### config.mk
export PLATFORM = sky130hd
export DESIGN_NAME = mem_port_arbiter
export DESIGN_NICKNAME = d
export VERILOG_FILES = /design/src/rtl/mem_port_arbiter.sv
export SDC_FILE = /design/constraint.sdc
export NUM_CORES = 1
export LEC_CHECK = 0
export ABC_CLOCK_PERIOD_IN_PS = 3900
export BUFFER_PORTS_ARGS = -buffer_cell sky130_fd_sc_hd__buf_2
export CORE_ASPECT_RATIO = 1.1
export CORE_MARGIN = 10
export CORE_UTILIZATION = 45
export DETAILED_ROUTE_END_ITERATION = 8
export GPL_ROUTABILITY_DRIVEN = 0
export HOLD_SLACK_MARGIN = 0.15
export PLACE_DENSITY = 0.77
export SYNTH_ARGS = -nofsm -noshare
export SYNTH_HDL_FRONTEND = slang
export SYNTH_SLANG_ARGS = --single-unit
### constraint.sdc
create_clock -name clk -period 3.9 [get_ports clk]
set_input_delay 0.195 -clock clk [delete_from_list [all_inputs] [get_ports clk]]
set_output_delay 0.195 -clock clk [all_outputs]
set_load 0.005 [all_outputs]
### src/rtl/mem_port_arbiter.sv
// mem_port_arbiter: shares one external memory port between instruction fetch
// and the data stage. The data side has priority, and an anti-starvation counter
// protects fetch. A watchdog aborts bus accesses that never complete.
// Build option: define MEM_ARB_RR_EN to replace the data priority and starve
// counter with strict round-robin arbitration.
module mem_port_arbiter #(
  parameter int STARVE_LIMIT = 4,
  parameter int TIMEOUT      = 255
) (
  input  logic        clk,
  input  logic        reset,
  // fetch side
  input  logic        i_req,
  input  logic [31:0] i_addr,
  output logic [31:0] i_rdata,
  output logic        i_ack,
  // data side
  input  logic        d_req,
  input  logic        d_we,
  input  logic [31:0] d_addr,
  input  logic [31:0] d_wdata,
  input  logic [3:0]  d_byte_en,
  output logic [31:0] d_rdata,
  output logic        d_ack,
  // memory port
  output logic        m_req,
  output logic        m_we,
  output logic [31:0] m_addr,
  output logic [31:0] m_wdata,
  output logic [3:0]  m_byte_en,
  input  logic [31:0] m_rdata,
  input  logic        m_ack,
  // status
  output logic        bus_err,
  output logic        grant_d
);

  typedef enum logic [1:0] {IDLE, BUSY, RESP} state_t;

  localparam logic [15:0] TO_LAST  = 16'(TIMEOUT - 1);
  localparam logic [31:0] ERR_WORD = 32'hDEAD_BEEF;

  state_t      state, state_next;
  logic [15:0] to_cnt;
  logic        take;
  logic        win_i;
  logic        hit_to;

  assign take   = i_req | d_req;
  assign hit_to = (to_cnt == TO_LAST);

`ifdef MEM_ARB_RR_EN
  logic last_d;

  // On contention the side that was not granted last time wins.
  assign win_i = i_req & (~d_req | last_d);

  // Remember which side was granted most recently.
  always_ff @(posedge clk) begin
    if (!reset)                    last_d <= 1'b0;
    else if (state == IDLE && take) last_d <= ~win_i;
  end
`else
  localparam logic [3:0] STARVE_MAX = 4'(STARVE_LIMIT);
  logic [3:0] starve_cnt;

  // Data wins unless fetch has waited through STARVE_LIMIT data grants.
  assign win_i = i_req & (~d_req | (starve_cnt == STARVE_MAX));

  // Count data grants taken while fetch waits; clear when fetch is served or idle.
  always_ff @(posedge clk) begin
    if (!reset) begin
      starve_cnt <= '0;
    end else if (state == IDLE) begin
      if (!i_req || win_i)
        starve_cnt <= '0;
      else if (d_req && starve_cnt != STARVE_MAX)
        starve_cnt <= starve_cnt + 1'b1;
    end
  end
`endif

  // State register.
  // NOTE: sequential state uses non-blocking assignments so every flop samples
  // the pre-edge values, independent of the order of always blocks.
  always_ff @(posedge clk) begin
    if (!reset) state <= IDLE;
    else        state <= state_next;
  end

  // Next-state logic.
  // NOTE: state_next is assigned a default first, so no path leaves it
  // unassigned and no latch is inferred.
  always_comb begin
    state_next = state;
    case (state)
      IDLE:    if (take) state_next = BUSY;
      BUSY:    if (m_ack || hit_to) state_next = RESP;
      RESP:    state_next = IDLE;
      default: state_next = IDLE;
    endcase
  end

  // Datapath: latch the winner, hold the port, capture the response, and pulse the acks.
  always_ff @(posedge clk) begin
    if (!reset) begin
      m_req     <= 1'b0;
      m_we      <= 1'b0;
      m_addr    <= '0;
      m_wdata   <= '0;
      m_byte_en <= '0;
      i_rdata   <= '0;
      d_rdata   <= '0;
      i_ack     <= 1'b0;
      d_ack     <= 1'b0;
      bus_err   <= 1'b0;
      grant_d   <= 1'b0;
      to_cnt    <= '0;
    end else begin
      i_ack   <= 1'b0;
      d_ack   <= 1'b0;
      bus_err <= 1'b0;
      case (state)
        IDLE: begin
          to_cnt <= '0;
          if (take) begin
            m_req <= 1'b1;
            if (win_i) begin
              grant_d   <= 1'b0;
              m_we      <= 1'b0;
              m_addr    <= i_addr;
              m_wdata   <= '0;
              m_byte_en <= 4'hF;
            end else begin
              grant_d   <= 1'b1;
              m_we      <= d_we;
              m_addr    <= d_addr;
              m_wdata   <= d_wdata;
              m_byte_en <= d_byte_en;
            end
          end
        end
        BUSY: begin
          if (m_ack || hit_to) begin
            m_req   <= 1'b0;
            to_cnt  <= '0;
            bus_err <= ~m_ack;
            if (grant_d) begin
              d_ack   <= 1'b1;
              d_rdata <= m_ack ? m_rdata : ERR_WORD;
            end else begin
              i_ack   <= 1'b1;
              i_rdata <= m_ack ? m_rdata : ERR_WORD;
            end
          end else begin
            to_cnt <= to_cnt + 16'd1;
          end
        end
        RESP: grant_d <= 1'b0;
        default: ;
      endcase
    end
  end

endmodule

==> out/results.ini, run 1 <==
[min_path]
hp-start = m_rdata[0]
worstHoldPathCells = 3
min_path_type = in2reg
min_delay_worst_endpoint = d_rdata[0]$_SDFFE_PN0P_

[cts]
hold_buffers = 110
cts-root-buf = clkbuf_16
cts.path.max_buffers = 2
cts_resized = 0
cts_buffers = 17
htree_levels = 4
cts_tree = yes
clock_latency_ps = 420
path_clk_slew_ps = 70
cts.sinks = 160
post_cts_buffers = 0

[logic_synthesis]
yosysTopAreaCell = dfxtp_1
synthTopCellsByArea = dfxtp_1 50%, o221a_2 8.5%, nand2_1 7.7%
seq_area_frac_synth_pct = 50.5
synth-main-ff-cell = dfxtp_1
netlist_area_um2 = 6350
synth_enable_flop_cells = 0
synthesis.nets = 861
netlist_instances = 719
synth_warnings = 0
ys_seq_elements = 160
ys_async_sr_fraction_pct = 0
synth_top_area_share_pct = 50.5
avgSynthCellArea_um2 = 8.83
ys_types = 43

[die]
die_h_um = 145
core-area_um2 = 13800
dieArea_um2 = 19300
pin_count = 276
placementRows = 45
start_util_pct = 46.0
dieWidth_um = 133

[critical_path]
setup.worst_path.start_class = register
cp_slowest_cell = o21a_4
critPathKind = reg2reg
required_ps = 4270
end_kind = register
r2r_cells = 5
rrSetupSlack_ps = 880
max_stage_delay_ps = 900
timing.rr.end = m_addr[8]$_SDFFE_PN0P_
cp_cell_sequence = nor2_1 > o21a_4 > o21ai_0 > a31oi_1 > dlygate4sd3_1
crit_fanout = 104
worstPathArrival_ps = 3390
reg2reg_from = state[1]$_SDFFE_PN0P_

[layout]
syn2layout_area_growth_pct = 48.9
design_area_um2 = 9450
drive_above_1_share_pct = 34.5
fillerInstances = 979
nNetsFinal = 1209

[power]
powerDensity_nw_per_um2 = 434
leakage_uw = 0.00424
ir_drop_v = 0.000283

[global_routing]
grt_max_degree = 105
antenna_found_initial = 2
grt.overflow.total = 0
global_route.usage.total_pct = 25.5
grt_pass1_vias = 7414
grt_pass1_wl_um = 39600

[route]
dr.first_iter.drc_count = 576
firstDrtPassIters = 5
drtAntennaViolNets = 0
vias_per_cell = 5.70
wl_um = 25600
wl_per_cell_um = 20.2
drc = 0
num_vias = 7247

[timing]
rsz0062_at_grt = no
finClkSkew_ps = 15.8
maxSlewHeadroom_pct = 31.9
drv_slew = 0
tns_ps = 0
min_period_over_period_pct = 77.4
setup_violations = 0
hold_viol = 0
min_period_ps = 3020
worst_pin_slew_ps = 1020
fmax_mhz = 331

[placement]
placed_cell_area_um2 = 7770
port_buffers = 275
dp_hpwl_um = 15300

[flow_run]
drv_cap = 0

[run_status]
status = finished, final reports clean

[power by group]
group	total [uW]	switching, uW	internal, uW
Sequential	1810	67.4	1740
Combinational	667	350	317
Clock	1630	682	945
Total	4100	1100	3000
[cell type report]
class | instances | area [um^2] | share of cell area, %
multi-input cells | 486 | 2850 | 30.2
diodes | 4 | 10.0 | 0.106
repair buffers | 395 | 2550 | 27.0
clock buffers | 19 | 433 | 4.58
clock inverters | 12 | 138 | 1.46
well taps | 188 | 235 | 2.49
inverters | 7 | 26.3 | 0.278
flip-flops and latches | 160 | 3200 | 33.9
[critical path: cells and delay by family, from the launching register on]
kind,cells,cell delay (ps)
buffers and inverters,1,590
flip-flops,1,470
AND/OR/NAND/NOR,1,480
AO/OA/AOI/OAI,3,1410
[sequential cells by signal, indices dropped and copies added, names as in the netlist]
signal / count
bus_err: 1
d_ack: 1
d_rdata: 32
grant_d: 1
i_ack: 1
i_rdata: 32
m_addr: 32
m_byte_en: 4
m_req: 1
m_wdata: 32
m_we: 1
starve_cnt: 4
state: 2
to_cnt: 16
[cell families (layout without fill, tap and decap cells)]
group | Yosys count | in the layout | share of synthesized area, %
flops | 160 | 160 | 50.5
other cells | 0 | 4 | 0
buf+inv | 73 | 433 | 4.89
simple gates | 273 | 273 | 20.5
xor+xnor | 4 | 4 | 0.552
fa+ha+maj | 4 | 4 | 0.788
compound gates | 203 | 203 | 22.5
mux | 2 | 2 | 0.315
[layout by cell type (no fill, tap or decap), drive strengths merged, types with 2 or more instances in the layout]
cell type    Yosys  final
nand2b          26     26
and3             3      3
nor2            16     16
clkbuf          48     19
inv              7      9
nor3             8      8
buf             18    285
or3              2      2
a21oi           43     43
a31oi           47     47
clkinv           0      4
nor4             2      2
bufinv           0      2
nand3           52     52
dlygate4sd3      0    110
o221a           48     48
ha               4      4
diode            0      4
o21ai           41     41
and4             3      3
nand4           14     14
nor2b            2      2
o22ai           16     16
nand3b           2      2
dfxtp          160    160
mux2i            2      2
or4              9      9
xor2             3      3
nand2          131    131
clkinvlp         0      4
[synth_stat cells (3+ instances only)]
cell / number
buf_2: 11
nand2b_1: 26
o21ai_0: 41
nor3_1: 8
nand4_1: 13
dfxtp_1: 160
and4_1: 3
a21oi_1: 41
a31oi_1: 47
nor2_1: 16
buf_6: 3
buf_1: 4
o22ai_1: 16
o221a_2: 48
or4_1: 9
xor2_1: 3
nand2_1: 131
ha_1: 4
nand3_1: 52
inv_1: 7
clkbuf_1: 48
[metrics by stage]
step | util, % | hold WS, ps | setup WS (ps) | std cells | total power, uW
2_1_floorplan | - | 337 | 2030 | 719 | 2100
3_3_place_gp | 56.3 | 427 | 1680 | 1126 | 2340
3_5_place_dp | 56.3 | 441 | 1580 | 1126 | 2350
4_1_cts | 68.4 | 151 | 1040 | 1267 | 4070
5_1_grt | 68.5 | 166 | 649 | 1269 | 4260
6_report | 68.5 | 167 | 880 | 1271 | 4100
[worst max path at each step]
stage,to,startpoint
after floorplan,to_cnt[11]$_SDFFE_PN0P_,to_cnt[0]$_SDFFE_PN0P_
after detailed placement,m_addr[17]$_SDFFE_PN0P_,starve_cnt[0]$_SDFFE_PN0P_
final,m_addr[8]$_SDFFE_PN0P_,state[1]$_SDFFE_PN0P_
after global placement,m_addr[29]$_SDFFE_PN0P_,state[1]$_SDFFE_PN0P_
after global routing,m_addr[8]$_SDFFE_PN0P_,state[1]$_SDFFE_PN0P_
after CTS,m_addr[17]$_SDFFE_PN0P_,starve_cnt[0]$_SDFFE_PN0P_
[routing by layer]
metal	share of wire [%]	routed length, um	global-route usage [%]	up-vias
li1	-	-	-	3312
met4	4.9	1260	14.2	0
met5	0	0	0	-
met1	37	9380	27.9	3368
met2	48	12400	42.1	479
met3	10	2610	9.47	88
No activity file was read; power rests on OpenSTA's default activity.
==> run 2: changes to the inputs <==
--- a/config.mk
+++ b/config.mk
@@ -5,7 +5,8 @@
 export SDC_FILE = /design/constraint.sdc
 export NUM_CORES = 1
 export LEC_CHECK = 0
-export ABC_CLOCK_PERIOD_IN_PS = 3900
+export ABC_AREA = 1
+export ABC_CLOCK_PERIOD_IN_PS = 3000
 export BUFFER_PORTS_ARGS = -buffer_cell sky130_fd_sc_hd__buf_2
 export CORE_ASPECT_RATIO = 1.1
 export CORE_MARGIN = 10
@@ -13,7 +14,7 @@
 export DETAILED_ROUTE_END_ITERATION = 8
 export GPL_ROUTABILITY_DRIVEN = 0
 export HOLD_SLACK_MARGIN = 0.15
-export PLACE_DENSITY = 0.77
+export PLACE_DENSITY = 0.75
 export SYNTH_ARGS = -nofsm -noshare
 export SYNTH_HDL_FRONTEND = slang
 export SYNTH_SLANG_ARGS = --single-unit
==> constraint.sdc (replaced) <==
create_clock -name clk -period 3 [get_ports clk]
set_input_delay 0.15 -clock clk [delete_from_list [all_inputs] [get_ports clk]]
set_output_delay 0.15 -clock clk [all_outputs]
set_load 0.005 [all_outputs]
==> out/results.ini, run 2 <==
[run_status]
status = finished, final reports clean

[placement]
dp.cells = 1363
port_buffers = 275
pre_cts_ws_ps = 931
dp_hpwl_um = 16500

[critical_path]
reg2reg_from = starve_cnt[0]$_SDFFE_PN0P_
required_ps = 3370
critPathKind = reg2reg
end_kind = register
crit_fanout = 32
timing.rr.end = m_addr[14]$_SDFFE_PN0P_
r2r_cells = 11
cp_cell_sequence = inv_1 > ha_1 > nand2_1 > nand2_2 > nand2_2 > buf_4 > nand2_1 > nand3_1 > dlygate4sd3_1 > o211ai_1 > inv_1
setup.worst_path.start_class = register
max_stage_delay_ps = 570
worstPathArrival_ps = 3100
cp_slowest_cell = dlygate4sd3_1
rrSetupSlack_ps = 270

[flow_run]
drv_cap = 0

[logic_synthesis]
synthTopCellsByArea = dfxtp_1 44%, nand2_1 9.8%, nand3_1 7.1%
ys_types = 32
ys_seq_elements = 160
ys_async_sr_fraction_pct = 0
yosysTopAreaCell = dfxtp_1
netlist_area_um2 = 7290
synth_warnings = 0
synth_enable_flop_cells = 0
synthesis.nets = 1091
netlist_top_cells_count = 190 x nand2_1, 160 x dfxtp_1, 124 x inv_1
yosysMostFrequentCell = nand2_1
seq_area_frac_synth_pct = 44.0
synth-main-ff-cell = dfxtp_1
synth_top_area_share_pct = 44.0
avgSynthCellArea_um2 = 7.68
netlist_instances = 949

[power]
ir_drop_v = 0.000363
leakage_uw = 0.00494
powerDensity_nw_per_um2 = 545
combPwrFrac_pct = 18.0
pwr-share-seq_pct = 40.6
p_clk_share_pct = 41.3
switchingPower_uw = 1620
p_int_uw = 4150
sw_frac_of_total_pct = 28.1

[timing]
fmax_mhz = 367
tns_ps = 0
maxSlewHeadroom_pct = 36.5
hold_viol = 0
drv_slew = 0
worst_pin_slew_ps = 952
rsz0062_at_grt = no
min_period_ps = 2730
setup_violations = 0
min_period_over_period_pct = 90.9
finClkSkew_ps = 7.96
timing.final.ws_setup_ps = 273

[layout]
final_cell_mix = 275 x buf_2, 190 x nand2_1, 160 x dfxtp_1, 134 x dlygate4sd3_1, 124 x inv_1
layout_commonest_cell = buf_2
drive_above_1_share_pct = 29.1
nNetsFinal = 1458
stdcell_count = 1533
syn2layout_area_growth_pct = 45.2
postLayoutCoreUtil_pct = 67.0

[route]
dr.first_iter.drc_count = 689
firstDrtPassIters = 8
wl_um = 27300
wl_per_cell_um = 17.8
drtAntennaViolNets = 0
vias_per_cell = 5.36
num_vias = 8222
drc = 0

[cts]
cts.path.max_buffers = 2
path_clk_slew_ps = 70
cts_tree = yes
post_cts_buffers = 0
htree_levels = 4
clock_latency_ps = 430
cts.sinks = 160
cts-root-buf = clkbuf_16
cts_buffers = 17
hold_buffers = 134
cts_resized = 0

[global_routing]
grt.overflow.total = 0
grt_max_degree = 89
grt_pass1_wl_um = 43000
grt_pass1_vias = 8142
global_route.usage.total_pct = 24.1
antenna_found_initial = 2

[min_path]
worstHoldPathCells = 3
hp-start = reset
min_delay_worst_endpoint = m_wdata[28]$_SDFFE_PN0P_
min_path_type = in2reg

[die]
pin_count = 276
die_h_um = 153
dieWidth_um = 141
start_util_pct = 46.1
placementRows = 48
dieArea_um2 = 21700
core-area_um2 = 15800

run 2: cell count changes after synthesis, sizes merged, moves of 27 or more:
cell,previous run,this run
inv,7,128
a21oi,43,115
nand2,131,194
nand3,52,107
nand4,14,68
o221a,48,0
a31oi,47,0
o211ai,1,32
o21ai,41,10
buf,18,45
run 2: kinds of logic (layout without fill, tap and decap cells):
family | Yosys count | after routing | share of synthesized area (%)
and+or+nand+nor | 410 | 410 | 26.4
buffers and inverters | 205 | 585 | 12.9
AOI/OAI and AO/OA | 160 | 160 | 14.8
DFF | 160 | 160 | 44.0
xor gates and xnor gates | 10 | 10 | 1.20
adders and majority gates | 4 | 4 | 0.687
other | 0 | 4 | 0
run 2: cell type report:
cell class	count	area, um^2
Clock buffer	17	425
Antenna cell	4	10.0
Fill cell	1164	5220
Clock inverter	15	221
Inverter	129	484
Timing Repair Buffer	424	2840
Multi-Input combinational cell	584	3140
Tap cell	200	250
Sequential cell	160	3200
run 2: routing by layer:
layer	GRT usage (%)	vias to the layer above	part of all wire (%)
li1	-	3866	-
met1	27.1	3747	37
met2	39.1	520	48
met3	8.77	89	11
met4	12.5	0	4.1
met5	0	-	0
run 2: critical path, delay by kind of cell (launching register included):
kind                     cells  cell delay (ps)
buffers and inverters        4             1120
AO/OA/AOI/OAI                1              110
adder cells (fa/ha/maj)      1              210
AND/OR/NAND/NOR              5              850
flip-flops                   1              360
run 2: worst max path at each step:
| stage | from | end | slack, ps | cells after the start |
|---|---|---|---|---|
| finish | starve_cnt[0]$_SDFFE_PN0P_ | m_addr[14]$_SDFFE_PN0P_ | 270 | 11 |
| global route | starve_cnt[0]$_SDFFE_PN0P_ | m_addr[14]$_SDFFE_PN0P_ | 110 | 11 |
| CTS | starve_cnt[0]$_SDFFE_PN0P_ | m_addr[24]$_SDFFE_PN0P_ | 400 | 11 |
| detailed placement | state[1]$_SDFFE_PN0P_ | d_rdata[14]$_SDFFE_PN0P_ | 930 | 5 |
| global placement | state[1]$_SDFFE_PN0P_ | d_rdata[14]$_SDFFE_PN0P_ | 990 | 5 |
| floorplan | to_cnt[0]$_SDFFE_PN0P_ | i_rdata[17]$_SDFFE_PN0P_ | 1610 | 10 |
run 2: power by group through the flow:
| stage | Clock, uW | Sequential, uW | Combinational [uW] |
|---|---|---|---|
| 5_1_grt | 2490 | 2360 | 1130 |
| 6_report | 2390 | 2340 | 1040 |
| 4_1_cts | 2410 | 2340 | 997 |
| 2_1_floorplan | 0 | 2390 | 500 |
| 3_5_place_dp | 0 | 2380 | 825 |
| 3_3_place_gp | 0 | 2380 | 813 |
run 2: metrics by stage:
step	cell area [um^2]	total power [uW]	hold slack [ps]
2_1_floorplan	7290	2890	282
3_3_place_gp	8580	3190	373
3_5_place_dp	8580	3200	374
4_1_cts	10600	5740	181
5_1_grt	10600	5970	219
6_report	10600	5770	190
==> run 3: changes to the inputs <==
--- a/config.mk
+++ b/config.mk
@@ -15,6 +15,7 @@
 export GPL_ROUTABILITY_DRIVEN = 0
 export HOLD_SLACK_MARGIN = 0.15
 export PLACE_DENSITY = 0.75
+export SETUP_SLACK_MARGIN = 0.5
 export SYNTH_ARGS = -nofsm -noshare
 export SYNTH_HDL_FRONTEND = slang
 export SYNTH_SLANG_ARGS = --single-unit
==> out/results.ini, run 3 (same netlist as run 2, synthesis figures left out) <==
[cts]
clock_latency_ps = 430
cts_buffers = 17
post_cts_buffers = 0
path_clk_slew_ps = 70
cts_tree = yes
cts.path.max_buffers = 2
cts-root-buf = clkbuf_16
cts.sinks = 160
htree_levels = 4

[global_routing]
grt_max_degree = 89
grt_pass1_wl_um = 43600
antenna_found_initial = 1
grt_pass1_vias = 8332
grt.overflow.total = 0
global_route.usage.total_pct = 24.6

[critical_path]
critPathKind = reg2reg
rrSetupSlack_ps = 660
crit_fanout = 32
required_ps = 3370
setup.worst_path.start_class = register
r2r_cells = 10
end_kind = register
worstPathArrival_ps = 2710

[die]
die_h_um = 153
dieArea_um2 = 21700
dieWidth_um = 141
core-area_um2 = 15800
pin_count = 276
start_util_pct = 46.1
placementRows = 48

[route]
firstDrtPassIters = 5
wl_per_cell_um = 18.0
drtAntennaViolNets = 0
drc = 0
dr.first_iter.drc_count = 627
num_vias = 8311
vias_per_cell = 5.43
wl_um = 27600

[layout]
nNetsFinal = 1458
drive_above_1_share_pct = 29.1
multi_input_area_um2 = 3140
stdcell_count = 1530
fillerInstances = 1133
layout_commonest_cell = buf_2
syn2layout_area_growth_pct = 45.1
final_cell_mix = 275 x buf_2, 190 x nand2_1, 160 x dfxtp_1, 134 x dlygate4sd3_1, 124 x inv_1
regArea_um2 = 3200

[timing]
hold-worst-slack_ps = 192
drv_slew = 0
worst_pin_slew_ps = 952
min_period_over_period_pct = 77.9
maxSlewHeadroom_pct = 36.5
setup_violations = 0
finClkSkew_ps = 9.78
min_period_ps = 2340
fmax_mhz = 428
hold_viol = 0
tns_ps = 0
rsz0062_at_grt = no

[power]
powerDensity_nw_per_um2 = 544
ir_drop_v = 0.000417
leakage_uw = 0.00498
p_total_uw = 5750

[min_path]
min_path_type = in2reg
worstHoldPathCells = 3

[placement]
port_buffers = 275
dp.cells = 1363
dp_hpwl_um = 16500

[run_status]
status = finished, final reports clean

[flow_run]
drv_cap = 0

-- run 3: worst paths after layout --
| path | startpoint | to |
|---|---|---|
| hold / removal | reset | m_wdata[28]$_SDFFE_PN0P_ |
| setup reg to reg | starve_cnt[0]$_SDFFE_PN0P_ | m_addr[11]$_SDFFE_PN0P_ |
| setup / recovery | starve_cnt[0]$_SDFFE_PN0P_ | m_addr[11]$_SDFFE_PN0P_ |
| hold reg to reg | i_rdata[1]$_SDFFE_PN0P_ | i_rdata[1]$_SDFFE_PN0P_ |
-- run 3: through the flow --
| stage | area [um^2] | worst slack, ps | util (%) |
|---|---|---|---|
| finish | 10600 | 663 | 66.9 |
| global route | 10600 | 568 | 66.9 |
| CTS | 10600 | 580 | 66.9 |
| detailed placement | 8580 | 931 | 54.3 |
| global placement | 8580 | 992 | 54.3 |
| floorplan | 7290 | 1610 | - |
-- run 3: metal layers --
metal / track usage (%) / part of all wire (%)
met1: 26.8 / 36
met2: 38.6 / 46
met3: 10.4 / 12
met4: 15.3 / 5.7
met5: 0 / 0
-- run 3: what timing repair did --
item                                    4_1_cts  5_1_grt
hold buffers                                134        0
gates resized for setup                       0        2
endpoints found under the hold margin       134        0
endpoints found under the setup margin        0        3
-- run 3: cell type report --
cell class	instances	share of cell area (%)
Antenna cell	1	0.0237
Clock buffer	17	4.02
Clock inverter	15	2.09
Inverter	129	4.60
Multi-Input combinational cell	584	29.7
Sequential cell	160	30.3
Tap cell	200	2.37
Timing Repair Buffer	424	26.9
-- run 3: worst max-delay path: stages (launching register included) --
cell           delay, ps
dfxtp_1              360
inv_1                 80
ha_1                 210
nand2_1              100
nand2_2               60
nand2_2              490
nand2_1              130
nand3_1              110
dlygate4sd3_1        550
o211ai_1             100
inv_1                 90
-- run 3: power by group --
group	switching (uW)	internal (uW)	total, uW	leakage (uW)
Combinational	575	436	1010	0.00336
Sequential	82.9	2260	2350	0.00131
Clock	969	1420	2390	0.000316
Total	1630	4120	5750	0.00498
